===== src/rtl/fifo_write_arbiter_if.sv =====
// fifo_write_arbiter_if: producer valid/ready/last streams plus the shared FIFO write port.
interface fifo_write_arbiter_if #(
  parameter int NUM_REQ    = 4,
  parameter int DATA_WIDTH = 32
) ();
  localparam int ID_W = $clog2(NUM_REQ);
  logic [NUM_REQ-1:0]            req_valid;
  logic [NUM_REQ*DATA_WIDTH-1:0] req_data;
  logic [NUM_REQ-1:0]            req_last;
  logic [NUM_REQ-1:0]            req_ready;
  logic                          fifo_wr_en;
  logic [ID_W+DATA_WIDTH-1:0]    fifo_wdata;
  logic                          fifo_full;
  logic [ID_W-1:0]               grant_id;
  logic                          busy;
  logic                          timeout;
  modport master (
    output req_valid, req_data, req_last, fifo_full,
    input  req_ready, fifo_wr_en, fifo_wdata, grant_id, busy, timeout
  );
  modport slave (
    input  req_valid, req_data, req_last, fifo_full,
    output req_ready, fifo_wr_en, fifo_wdata, grant_id, busy, timeout
  );
endinterface


===== src/rtl/fifo_write_arbiter.sv =====
// fifo_write_arbiter: round-robin burst arbiter sharing one FIFO write port, tagging each word with its source id.
module fifo_write_arbiter #(
  parameter int NUM_REQ      = 4,
  parameter int DATA_WIDTH   = 32,
  parameter int MAX_BURST    = 8,
  parameter int IDLE_TIMEOUT = 16
) (
  input logic clk,
  input logic rst_n,
  fifo_write_arbiter_if.slave bus
);
  localparam int ID_W = $clog2(NUM_REQ);
  localparam int BW   = $clog2(MAX_BURST + 1);
  localparam int IW   = $clog2(IDLE_TIMEOUT + 1);
  localparam logic [BW-1:0] BEAT_LAST = BW'(MAX_BURST - 1);
  localparam logic [IW-1:0] IDLE_LAST = IW'(IDLE_TIMEOUT - 1);
  typedef enum logic {IDLE, BURST} state_t;
  state_t          state;
  logic [ID_W-1:0] grant_id, rr_last, winner, cand;
  logic [BW-1:0]   beat_cnt;
  logic [IW-1:0]   idle_cnt;
  logic            busy, timeout, active, valid_g, last_g, xfer;
  // ready/wr_en are gated by rst_n so nothing is accepted during a reset cycle
  assign active  = rst_n && state == BURST && !bus.fifo_full;
  assign valid_g = bus.req_valid[grant_id];
  assign last_g  = bus.req_last[grant_id];
  assign xfer    = active && valid_g;
  assign bus.req_ready  = active ? NUM_REQ'(1) << grant_id : '0;
  assign bus.fifo_wr_en = xfer;
  assign bus.fifo_wdata = {grant_id, bus.req_data[int'(grant_id)*DATA_WIDTH +: DATA_WIDTH]};
  assign bus.grant_id   = grant_id;
  assign bus.busy       = busy;
  assign bus.timeout    = timeout;
  // scan from lowest to highest priority so the highest-priority valid wins
  always_comb begin
    winner = rr_last;
    cand   = rr_last;
    for (int i = NUM_REQ; i >= 1; i--) begin
      cand = ID_W'((int'(rr_last) + i) % NUM_REQ);
      if (bus.req_valid[cand]) winner = cand;
    end
  end
  always_ff @(posedge clk) begin
    if (!rst_n) begin
      state    <= IDLE;
      rr_last  <= ID_W'(NUM_REQ - 1);
      beat_cnt <= '0;
      idle_cnt <= '0;
      grant_id <= '0;
      busy     <= 1'b0;
      timeout  <= 1'b0;
    end else begin
      timeout <= 1'b0;
      if (state == IDLE) begin
        if (|bus.req_valid) begin
          grant_id <= winner;
          beat_cnt <= '0;
          idle_cnt <= '0;
          state    <= BURST;
          busy     <= 1'b1;
        end
      end else if (xfer) begin
        beat_cnt <= beat_cnt + 1'b1;
        idle_cnt <= '0;
        if (last_g || beat_cnt == BEAT_LAST) begin
          state   <= IDLE;
          busy    <= 1'b0;
          rr_last <= grant_id;
        end
      end else if (!valid_g) begin
        if (idle_cnt == IDLE_LAST) begin
          state   <= IDLE;
          busy    <= 1'b0;
          rr_last <= grant_id;
          timeout <= 1'b1;
        end else begin
          idle_cnt <= idle_cnt + 1'b1;
        end
      end
    end
  end
endmodule

===== src/flat_wrapper.sv =====
// flat-port wrapper written by rule: the top's interface ports become plain ports
module fifo_write_arbiter_flat 
#(
  parameter int NUM_REQ      = 4,
  parameter int DATA_WIDTH   = 32,
  parameter int MAX_BURST    = 8,
  parameter int IDLE_TIMEOUT = 16
)
  (clk, rst_n, bus_req_valid, bus_req_data, bus_req_last, bus_fifo_full, bus_req_ready, bus_fifo_wr_en, bus_fifo_wdata, bus_grant_id, bus_busy, bus_timeout);
  fifo_write_arbiter_if #(.NUM_REQ(NUM_REQ), .DATA_WIDTH(DATA_WIDTH)) bus_i ();
  input logic clk;
  input logic rst_n;
  input wire logic [$bits(bus_i.req_valid)-1:0] bus_req_valid;
  input wire logic [$bits(bus_i.req_data)-1:0] bus_req_data;
  input wire logic [$bits(bus_i.req_last)-1:0] bus_req_last;
  input wire logic [$bits(bus_i.fifo_full)-1:0] bus_fifo_full;
  output wire logic [$bits(bus_i.req_ready)-1:0] bus_req_ready;
  output wire logic [$bits(bus_i.fifo_wr_en)-1:0] bus_fifo_wr_en;
  output wire logic [$bits(bus_i.fifo_wdata)-1:0] bus_fifo_wdata;
  output wire logic [$bits(bus_i.grant_id)-1:0] bus_grant_id;
  output wire logic [$bits(bus_i.busy)-1:0] bus_busy;
  output wire logic [$bits(bus_i.timeout)-1:0] bus_timeout;
  assign bus_i.req_valid = bus_req_valid;
  assign bus_i.req_data = bus_req_data;
  assign bus_i.req_last = bus_req_last;
  assign bus_i.fifo_full = bus_fifo_full;
  assign bus_req_ready = bus_i.req_ready;
  assign bus_fifo_wr_en = bus_i.fifo_wr_en;
  assign bus_fifo_wdata = bus_i.fifo_wdata;
  assign bus_grant_id = bus_i.grant_id;
  assign bus_busy = bus_i.busy;
  assign bus_timeout = bus_i.timeout;
  fifo_write_arbiter #(.NUM_REQ(NUM_REQ), .DATA_WIDTH(DATA_WIDTH), .MAX_BURST(MAX_BURST), .IDLE_TIMEOUT(IDLE_TIMEOUT)) u_core (.clk(clk), .rst_n(rst_n), .bus(bus_i));
endmodule

===== config.mk =====
export PLATFORM = sky130hd
export DESIGN_NAME = fifo_write_arbiter_flat
export DESIGN_NICKNAME = d
export VERILOG_FILES = /design/src/rtl/fifo_write_arbiter_if.sv /design/src/rtl/fifo_write_arbiter.sv /design/src/flat_wrapper.sv
export SDC_FILE = /design/constraint.sdc
export NUM_CORES = 1
export LEC_CHECK = 0
export ABC_AREA = 1
export CELL_PAD_IN_SITES_DETAIL_PLACEMENT = 0
export CELL_PAD_IN_SITES_GLOBAL_PLACEMENT = 1
export CORE_ASPECT_RATIO = 1.5
export CORE_MARGIN = 2
export CORE_UTILIZATION = 19
export CTS_BUF_LIST = sky130_fd_sc_hd__clkbuf_16
export CTS_CLUSTER_DIAMETER = 40
export DETAILED_ROUTE_END_ITERATION = 16
export PLACE_DENSITY_LB_ADDON = 0.1
export SLEW_MARGIN = 20
export SYNTH_ARGS = -nofsm -noshare
export SYNTH_HDL_FRONTEND = slang
export SYNTH_SLANG_ARGS = --single-unit

===== constraint.sdc =====
create_clock -name clk -period 3.15 [get_ports clk]
set_input_delay 0.945 -clock clk [delete_from_list [all_inputs] [get_ports clk]]
set_output_delay 0.945 -clock clk [all_outputs]
set_load 0.02 [all_outputs]

==> metrics.csv, run 1 <==
stage;metric;value;unit
status;status;complete, no violations;
setup_path;Worst Setup SP;bus_req_data[10];
logic_synthesis;top cell type's share of synthesized area;0.200;
global_routing;number of global-route vias before repair;2744;
sta;Least-Margin Pin Slew;0.317;ns
clock_network;Worst-path clk slew;0.05;ns
clock_network;H-tree lvl count;1;
floorplanning;DIE AREA;0.0105;mm²
power_and_ir_drop;total power;1.48;mW
logic_synthesis;Syn Area/Cell;6.12;µm²
floorplanning;die width;84.3;µm
power_and_ir_drop;Sw Ratio;0.405;
final_layout;Core Util, Final;0.420;
final_layout;fin cells;603;
placement;Placed Instances;599;
sta;Peak Freq;319;MHz
sta;crit share post-route;0.995;
setup_path;Worst setup SP type;input port;
logic_synthesis;Synth area leader;a22oi_1;
setup_path;Worst R2R Path Depth;13;
power_and_ir_drop;Clk pwr share;0.172;
setup_path;FF-to-FF Start;u_core.bus.grant_id[0];
logic_synthesis;syn nets;443;
routing;initial DRC count;56;
placement;Cell Area, Placed;0.00389;mm²
logic_synthesis;Synth area leaders;a22oi_1 20%, nand2_1 19%, dfxtp_1 17%, nand3_1 9.5%, nand2_4 3.7%;
min_path;Hold Path End;u_core.bus.busy;
final_layout;fill count;1022;
sta;Fin Setup TNS;0;ns
final_layout;# diodes;0;
global_routing;first-pass GRT wire length;15500;µm
power_and_ir_drop;Logic pwr share;0.668;
global_routing;GRT overflow;0;
sta;max-slew violations;0;
floorplanning;Ports;182;
clock_network;postcts setup bufs;0;
setup_path;Worst Path Required;2.20;ns
logic_synthesis;Seq/Total Area, Yosys;0.174;
floorplanning;FP Rows;44;
min_path;Hold Path Cell Cnt;2;
power_and_ir_drop;Leak;1.89;nW
clock_network;Num CTS Buffers;3;
routing;routed vias;2767;
final_layout;fraction of layout instances using a drive strength above 1;0.107;
setup_path;Worst EP arrival;2.19;ns
placement;Place WS;-0.309;ns
sta;final setup margin;0.0171;ns
routing;Routed WL;10200;µm
final_layout;most common cell after layout, fill and taps aside;clkdlybuf4s50_1;
final_layout;commonest non-fill, non-tap cells in the layout;152 x clkdlybuf4s50_1, 95 x nand2_1, 49 x a22oi_1;
setup_path;crit path kind;in -> out;
clock_network;CTS tree;yes;
routing;Detail Route Antenna Nets;0;
clock_network;clock buffer depth;2;
final_layout;NumNets Final;632;
clock_network;number of clock sinks;16;
power_and_ir_drop;Sequential Power Share;0.161;
setup_path;CP max stage delay;0.62;ns
setup_path;slowest CP cell;clkdlybuf4s50_1;
placement;Detail Placement HPWL;8310;µm
power_and_ir_drop;Psw;0.599;mW
min_path;HP Start;u_core.bus.busy;
setup_path;type of destination of the critical path;output port;
sta;Max-Slew Margin vs Limit;0.789;
setup_path;CP Cell Sequence;clkdlybuf4s50_1 > a22oi_1 > nand3_1 > clkdlybuf4s50_1;
logic_synthesis;Post-Synthesis Cells;300;
setup_path;reg-to-reg slack, setup;1.47;ns
logic_synthesis;Synth Register Bits;16;
sta;Finish-stage setup viols;0;
routing;DR vias/cell;4.59;
setup_path;RR Endpoint;u_core.idle_cnt[1];
placement;port bufs;181;
clock_network;clock latency on the worst-skew pair;0.25;ns
routing;WL/cell;17.0;µm
floorplanning;Core Footprint;0.00952;mm²
logic_synthesis;Warnings, synthesis;0;
sta;Fin. Hold Viols;0;
global_routing;initial antenna violation count;0;
final_layout;Layout area overhead;118;%
min_path;Hold Crit Class;reg -> reg;
setup_path;CP max FO;1;
floorplanning;Die Ht;124;µm
final_layout;fin area;0.00400;mm²
routing;Post-route DRC;0;
power_and_ir_drop;PwrDens;369;mW/mm²
clock_network;root buf cell;clkbuf_16;
job;MaxCap Viol Count;0;
sta;Worst Hold Slack;0.483;ns
global_routing;gr usage total;0.187;
routing;DRT Pass-1 Iters;4;
global_routing;largest net degree at the start of global routing;33;
power_and_ir_drop;maximum vdd drop;274;µV
floorplanning;Initial Util;0.193;
placement;global placement routability congestion;0.830;
logic_synthesis;cell area after synthesis;0.00184;mm²
power_and_ir_drop;Int Pwr;0.879;mW
sta;Tmin final;3.13;ns
logic_synthesis;Synth cell types;28;
setup_path;CP most frequent cell;clkdlybuf4s50_1;
sta;Max Clock Skew;0.00385;ns
state kept, by name, indices dropped and copies added, names as in the netlist:
register	count
u_core.bus.timeout	1
u_core.rr_last	2
u_core.bus.busy	1
u_core.beat_cnt	4
u_core.idle_cnt	5
u_core.state	1
u_core.bus.grant_id	2
what timing repair did:
action                                  in CTS  in global routing
hold buffers                                 0                  0
resized for setup                           12                 27
endpoints found under the setup margin       7                 25
hold endpoints to repair                     0                  0
cloned                                       0                  0
cell type report:
class,instances,area (µm²),share of cell area
tap,115,144,0.0360
timing repair buffer,202,2040,0.510
inverter,22,82.6,0.0206
sequential,16,320,0.0800
clock inverter,1,3.75,0.000938
multi-input combinational,244,1330,0.333
clock buffer,3,75.1,0.0188
power groups by stage:
stage,logic [mW],registers (mW),clock network (mW)
detailed placement,1.01,0.242,0
finish,0.987,0.237,0.254
global route,1.06,0.239,0.264
floorplan,0.472,0.248,0
global placement,1.01,0.242,0
CTS,1.01,0.238,0.263
worst max-delay path by stage:
stage / slack [ns] / to / cells after the start
final: 0.02 / bus_fifo_wdata[10] / 4
after global routing: -0.02 / bus_fifo_wdata[0] / 4
after CTS: 0.008 / bus_fifo_wdata[31] / 4
after detailed placement: -0.31 / bus_req_ready[2] / 6
after global placement: -0.27 / bus_req_ready[2] / 6
after floorplan: 0.55 / bus_req_ready[0] / 4
routing by layer:
layer | up-vias | track usage | part of all wire
li1 | 1405 | - | -
met1 | 1247 | 0.207 | 0.37
met2 | 108 | 0.360 | 0.54
met3 | 7 | 0.0398 | 0.081
met4 | 0 | 0.0313 | 0.0084
met5 | - | 0 | 0
worst max-delay path, delay by kind of cell:
kind	cells	cell delay [ns]
and+or+nand+nor	1	0.08
AOI/OAI and AO/OA	1	0.08
buffers and inverters	2	1.08
cell families after synthesis:
family          share of synthesized area
xor+xnor                           0.0191
fa+ha+maj                          0.0272
buf+inv                            0.0995
simple gates                        0.443
compound gates                      0.236
flops                               0.174
cell usage after synthesis (all sizes together):
| cell | number |
|---|---|
| nor3 | 3 |
| o22ai | 1 |
| nand2 | 105 |
| dfxtp | 16 |
| clkbuf | 5 |
| a21oi | 8 |
| nand4 | 4 |
| o21ai | 4 |
| ha | 4 |
| buf | 13 |
| xor2 | 4 |
| nand3 | 37 |
| nor2 | 19 |
| a22oi | 49 |
| inv | 22 |
| or2 | 2 |
| nand3b | 3 |
| and3 | 1 |
Power figures use the tool's default switching activity.
==> run 2: changes to the inputs <==
--- a/config.mk
+++ b/config.mk
@@ -8,7 +8,7 @@
 export ABC_AREA = 1
 export CELL_PAD_IN_SITES_DETAIL_PLACEMENT = 0
 export CELL_PAD_IN_SITES_GLOBAL_PLACEMENT = 1
-export CORE_ASPECT_RATIO = 1.5
+export CORE_ASPECT_RATIO = 1.1
 export CORE_MARGIN = 2
 export CORE_UTILIZATION = 19
 export CTS_BUF_LIST = sky130_fd_sc_hd__clkbuf_16
==> metrics.csv, run 2 (synthesis results as in run 1) <==
stage;metric;value;unit
power_and_ir_drop;Leak;1.88;nW
sta;Max-Slew Margin vs Limit;0.683;
clock_network;clock latency on the worst-skew pair;0.25;ns
final_layout;max reg flops;5;
status;status;complete, no violations;
final_layout;most common cell after layout, fill and taps aside;clkdlybuf4s50_1;
global_routing;first-pass GRT wire length;15200;µm
min_path;Hold Path End;u_core.bus.busy;
global_routing;GRT overflow;0;
final_layout;Layout area overhead;118;%
setup_path;RR Endpoint;u_core.idle_cnt[0];
routing;Detail Route Antenna Nets;0;
floorplanning;Core Footprint;0.00940;mm²
floorplanning;Die Ht;107;µm
setup_path;CP max FO;1;
power_and_ir_drop;Sw Ratio;0.408;
routing;routed vias;2763;
power_and_ir_drop;PwrDens;370;mW/mm²
min_path;HP Start;u_core.bus.busy;
global_routing;largest net degree at the start of global routing;34;
sta;Finish-stage setup viols;0;
placement;Detail Placement HPWL;8070;µm
sta;RSZ-0062 raised after global routing;true;
power_and_ir_drop;Int Pwr;0.874;mW
setup_path;FF-to-FF Start;u_core.bus.grant_id[0];
placement;global placement routability congestion;0.827;
setup_path;crit path kind;in -> out;
global_routing;gr usage total;0.183;
floorplanning;Ports;182;
sta;Fin Setup TNS;0;ns
final_layout;Core Util, Final;0.425;
final_layout;fraction of layout instances using a drive strength above 1;0.0990;
routing;DRT Pass-1 Iters;4;
power_and_ir_drop;maximum vdd drop;269;µV
setup_path;reg-to-reg slack, setup;1.51;ns
final_layout;largest register by flop count;u_core.idle_cnt;
placement;port bufs;181;
clock_network;Worst-path clk slew;0.05;ns
global_routing;initial antenna violation count;1;
global_routing;number of global-route vias before repair;2675;
final_layout;Largest regs;u_core.idle_cnt x5, u_core.beat_cnt x4;
routing;DR vias/cell;4.58;
final_layout;commonest non-fill, non-tap cells in the layout;151 x clkdlybuf4s50_1, 95 x nand2_1, 48 x a22oi_1;
power_and_ir_drop;Logic pwr share;0.665;
setup_path;Worst setup SP type;input port;
job;MaxCap Viol Count;0;
clock_network;clock buffer depth;2;
sta;Tmin final;3.11;ns
routing;initial DRC count;120;
clock_network;number of clock sinks;16;
routing;WL/cell;16.7;µm
sta;max-slew violations;0;
setup_path;Worst EP arrival;2.17;ns
routing;Post-route DRC;0;
clock_network;root buf cell;clkbuf_16;
sta;Least-Margin Pin Slew;0.472;ns
clock_network;CTS tree;yes;
clock_network;Num CTS Buffers;3;
power_and_ir_drop;Sequential Power Share;0.162;
power_and_ir_drop;Clk pwr share;0.173;
sta;Fin. Hold Viols;0;
floorplanning;Initial Util;0.195;
final_layout;NumNets Final;629;
floorplanning;die width;97.7;µm
setup_path;Worst R2R Path Depth;13;
sta;Max Clock Skew;0.00343;ns
setup_path;type of destination of the critical path;output port;
floorplanning;DIE AREA;0.0105;mm²
routing;Routed WL;10100;µm
power_and_ir_drop;Psw;0.602;mW
sta;Peak Freq;321;MHz
clock_network;H-tree lvl count;1;
floorplanning;FP Rows;37;
sta;crit share post-route;0.988;
min_path;Hold Crit Class;reg -> reg;
setup_path;Worst Path Required;2.20;ns
min_path;Hold Path Cell Cnt;2;
-- run 2: critical path: stages --
cell             delay [ns]
clkdlybuf4s50_1        0.47
a22oi_1                0.08
nand2_1                0.07
clkdlybuf4s50_1        0.60
-- run 2: how the worst max path moves through the flow --
stage / from / to / cells past startpoint
global placement: rst_n / bus_req_ready[0] / 6
floorplan: rst_n / bus_req_ready[0] / 4
global route: rst_n / bus_req_ready[0] / 6
finish: bus_req_data[20] / bus_fifo_wdata[20] / 4
CTS: rst_n / bus_req_ready[0] / 6
detailed placement: rst_n / bus_req_ready[2] / 6
-- run 2: routing by layer --
| metal | GRT usage | up-vias | wire, µm |
|---|---|---|---|
| met4 | 0.0665 | 0 | 200 |
| met2 | 0.324 | 105 | 5200 |
| met5 | 0 | - | 0 |
| met1 | 0.218 | 1246 | 4040 |
| li1 | - | 1399 | - |
| met3 | 0.0365 | 13 | 635 |
-- run 2: final cells by class --
type / instances / area (µm²)
fill: 972 / 5400
inverter: 22 / 82.6
sequential: 16 / 322
clock inverter: 1 / 3.75
antenna: 1 / 2.50
tap: 117 / 146
multi-input combinational: 244 / 1340
clock buffer: 3 / 75.1
timing repair buffer: 199 / 2020
-- run 2: stage by stage --
step / cells / power [mW] / setup slack, ns / area (µm²) / hold slack, ns
3_3_place_gp: 598 / 1.25 / -0.280 / 3880 / 0.475
3_5_place_dp: 598 / 1.26 / -0.285 / 3880 / 0.476
5_1_grt: 603 / 1.57 / -0.0639 / 4000 / 0.512
2_1_floorplan: 300 / 0.721 / 0.546 / 1840 / 0.447
6_report: 603 / 1.48 / 0.0364 / 4000 / 0.482
4_1_cts: 602 / 1.51 / 0.00235 / 3950 / 0.484
-- run 2: what timing repair did --
action	4_1_cts	5_1_grt
hold buffers	0	0
setup endpoints to repair	10	24
buffers inserted	0	0
resized for setup	13	25
-- run 2: power groups by stage --
stage               clock network (mW)  logic [mW]  registers [mW]
finish                           0.256       0.982           0.239
global route                     0.269        1.06           0.242
CTS                              0.265        1.00           0.239
detailed placement                   0        1.01           0.243
global placement                     0        1.01           0.243
floorplan                            0       0.472           0.248
==> run 3: changes to the inputs <==
--- a/config.mk
+++ b/config.mk
@@ -10,7 +10,7 @@
 export CELL_PAD_IN_SITES_GLOBAL_PLACEMENT = 1
 export CORE_ASPECT_RATIO = 1.1
 export CORE_MARGIN = 2
-export CORE_UTILIZATION = 19
+export CORE_UTILIZATION = 18
 export CTS_BUF_LIST = sky130_fd_sc_hd__clkbuf_16
 export CTS_CLUSTER_DIAMETER = 40
 export DETAILED_ROUTE_END_ITERATION = 16
==> constraint.sdc (replaced) <==
create_clock -name clk -period 3.1 [get_ports clk]
set_input_delay 0.93 -clock clk [delete_from_list [all_inputs] [get_ports clk]]
set_output_delay 0.93 -clock clk [all_outputs]
set_load 0.02 [all_outputs]
==> metrics.csv, run 3 (synthesis results as in run 1) <==
stage;metric;value;unit
setup_path;Worst Path Required;2.17;ns
final_layout;Largest regs;u_core.idle_cnt x5, u_core.beat_cnt x4;
setup_path;CP Cell Sequence;clkdlybuf4s50_1 > nand2_2 > nor2_4 > inv_2 > buf_4 > nor2_1 > buf_4;
final_layout;NumNets Final;631;
placement;port bufs;181;
routing;Detail Route Antenna Nets;0;
setup_path;CP max FO;5;
final_layout;fin area;0.00397;mm²
floorplanning;Core Footprint;0.00989;mm²
power_and_ir_drop;Sequential Power Share;0.163;
final_layout;Core Util, Final;0.401;
setup_path;CP most frequent cell;buf_4;
power_and_ir_drop;maximum vdd drop;208;µV
final_layout;area of the multi-input gates;0.00133;mm²
sta;crit share post-route;0.971;
final_layout;max reg flops;5;
power_and_ir_drop;Psw;0.601;mW
sta;Fin Setup TNS;0;ns
routing;WL/cell;16.3;µm
clock_network;clock buffer depth;2;
global_routing;number of global-route vias before repair;2608;
placement;Placed Instances;603;
sta;Fin. Hold Viols;0;
routing;Post-route DRC;0;
floorplanning;Ports;182;
clock_network;Num CTS Buffers;3;
floorplanning;Die Ht;110;µm
placement;Cell Area, Placed;0.00388;mm²
floorplanning;FP Rows;38;
routing;initial DRC count;116;
sta;Max-Slew Margin vs Limit;0.801;
global_routing;GRT overflow;0;
routing;met1 WL;3960;µm
final_layout;fin cells;607;
floorplanning;DIE AREA;0.0110;mm²
power_and_ir_drop;PwrDens;369;mW/mm²
placement;Detail Placement HPWL;7980;µm
sta;Finish-stage setup viols;0;
power_and_ir_drop;Int Pwr;0.865;mW
placement;global placement routability congestion;0.736;
setup_path;CP Buf/Inv Count;4;
floorplanning;Initial Util;0.186;
setup_path;CP top delay family;buffers and inverters;
clock_network;number of clock sinks;16;
routing;routed wl met3;816;µm
global_routing;first-pass GRT wire length;14000;µm
final_layout;Register Area;320;µm²
sta;Peak Freq;332;MHz
routing;Max Used Layer;met4;
final_layout;largest register by flop count;u_core.idle_cnt;
status;status;complete, no violations;
sta;final setup margin;0.0902;ns
clock_network;Worst-path clk slew;0.05;ns
setup_path;slowest CP cell;clkdlybuf4s50_1;
global_routing;initial antenna violation count;0;
sta;max-slew violations;0;
routing;DRT Pass-1 Iters;5;
final_layout;Layout area overhead;116;%
power_and_ir_drop;Clk pwr share;0.174;
final_layout;most common cell after layout, fill and taps aside;clkdlybuf4s50_1;
clock_network;root buf cell;clkbuf_16;
routing;routed vias;2798;
global_routing;largest net degree at the start of global routing;34;
final_layout;commonest non-fill, non-tap cells in the layout;144 x clkdlybuf4s50_1, 95 x nand2_1, 49 x a22oi_1;
clock_network;clock latency on the worst-skew pair;0.25;ns
setup_path;crit path kind;in -> out;
job;MaxCap Viol Count;0;
floorplanning;die width;100;µm
power_and_ir_drop;Logic pwr share;0.662;
global_routing;gr usage total;0.162;
final_layout;# diodes;0;
power_and_ir_drop;total power;1.47;mW
clock_network;H-tree lvl count;1;
clock_network;CTS Hold Buffers Added;0;
routing;wire length on met2;4750;µm
sta;Max Clock Skew;0.00212;ns
sta;Worst Hold Slack;0.472;ns
setup_path;type of destination of the critical path;output port;
sta;Least-Margin Pin Slew;0.299;ns
placement;Place WS;-0.300;ns
sta;RSZ-0062 raised after global routing;false;
setup_path;Worst setup SP type;input port;
final_layout;fraction of layout instances using a drive strength above 1;0.103;
sta;Tmin final;3.01;ns
power_and_ir_drop;Leak;1.88;nW
setup_path;CP max stage delay;0.50;ns
power_and_ir_drop;Sw Ratio;0.410;
final_layout;fill count;1047;
min_path;Hold Crit Class;reg -> reg;
setup_path;Worst EP arrival;2.08;ns
routing;DR vias/cell;4.61;
routing;Routed WL;9870;µm
clock_network;CTS tree;yes;
## run 3: cell types whose count changed in the layout (fill, tap and decap cells not counted), sizes merged
cell           delta
clkdlybuf4s50     -7
clkdlybuf4s15     -2
clkbuf            +2
dlymetal6s2s      -1
diode             -1
buf               +2
dlygate4sd2       +8
## run 3: routing by layer
layer	vias to the layer above	global-route usage
li1	1413	-
met5	-	0
met4	0	0.0656
met1	1255	0.189
met2	112	0.283
met3	18	0.0407
## run 3: what timing repair did
action | 4_1_cts | 5_1_grt
gates resized for setup | 20 | 26
endpoints found under the setup margin | 18 | 22
setup buffers | 0 | 0
## run 3: power by group through the flow
stage,registers (mW),clock network (mW),logic (mW)
6_report,0.239,0.256,0.971
5_1_grt,0.242,0.268,1.05
4_1_cts,0.239,0.261,0.992
3_5_place_dp,0.244,0,1.02
3_3_place_gp,0.244,0,1.03
2_1_floorplan,0.252,0,0.480
## run 3: worst paths after layout
path	startpoint	end	slack, ns	cells after the start
max	rst_n	bus_req_ready[3]	0.09	7
min	u_core.bus.busy	u_core.bus.busy	0.47	2
max reg2reg	u_core.bus.grant_id[0]	u_core.idle_cnt[1]	1.38	13
min reg2reg	u_core.bus.busy	u_core.bus.busy	0.47	2
## run 3: area by class of cell
| class | instances | area share |
|---|---|---|
| sequential | 16 | 0.0807 |
| tap | 120 | 0.0378 |
| multi-input combinational | 244 | 0.336 |
| clock inverter | 1 | 0.000945 |
| timing repair buffer | 201 | 0.505 |
| clock buffer | 3 | 0.0189 |
| inverter | 22 | 0.0208 |
## run 3: worst reg2reg max path, delay by kind of cell (launching register included)
| kind | cells | cell delay [ns] |
|---|---|---|
| buf+inv | 4 | 0.47 |
| simple gates | 9 | 0.69 |
| flops | 1 | 0.45 |
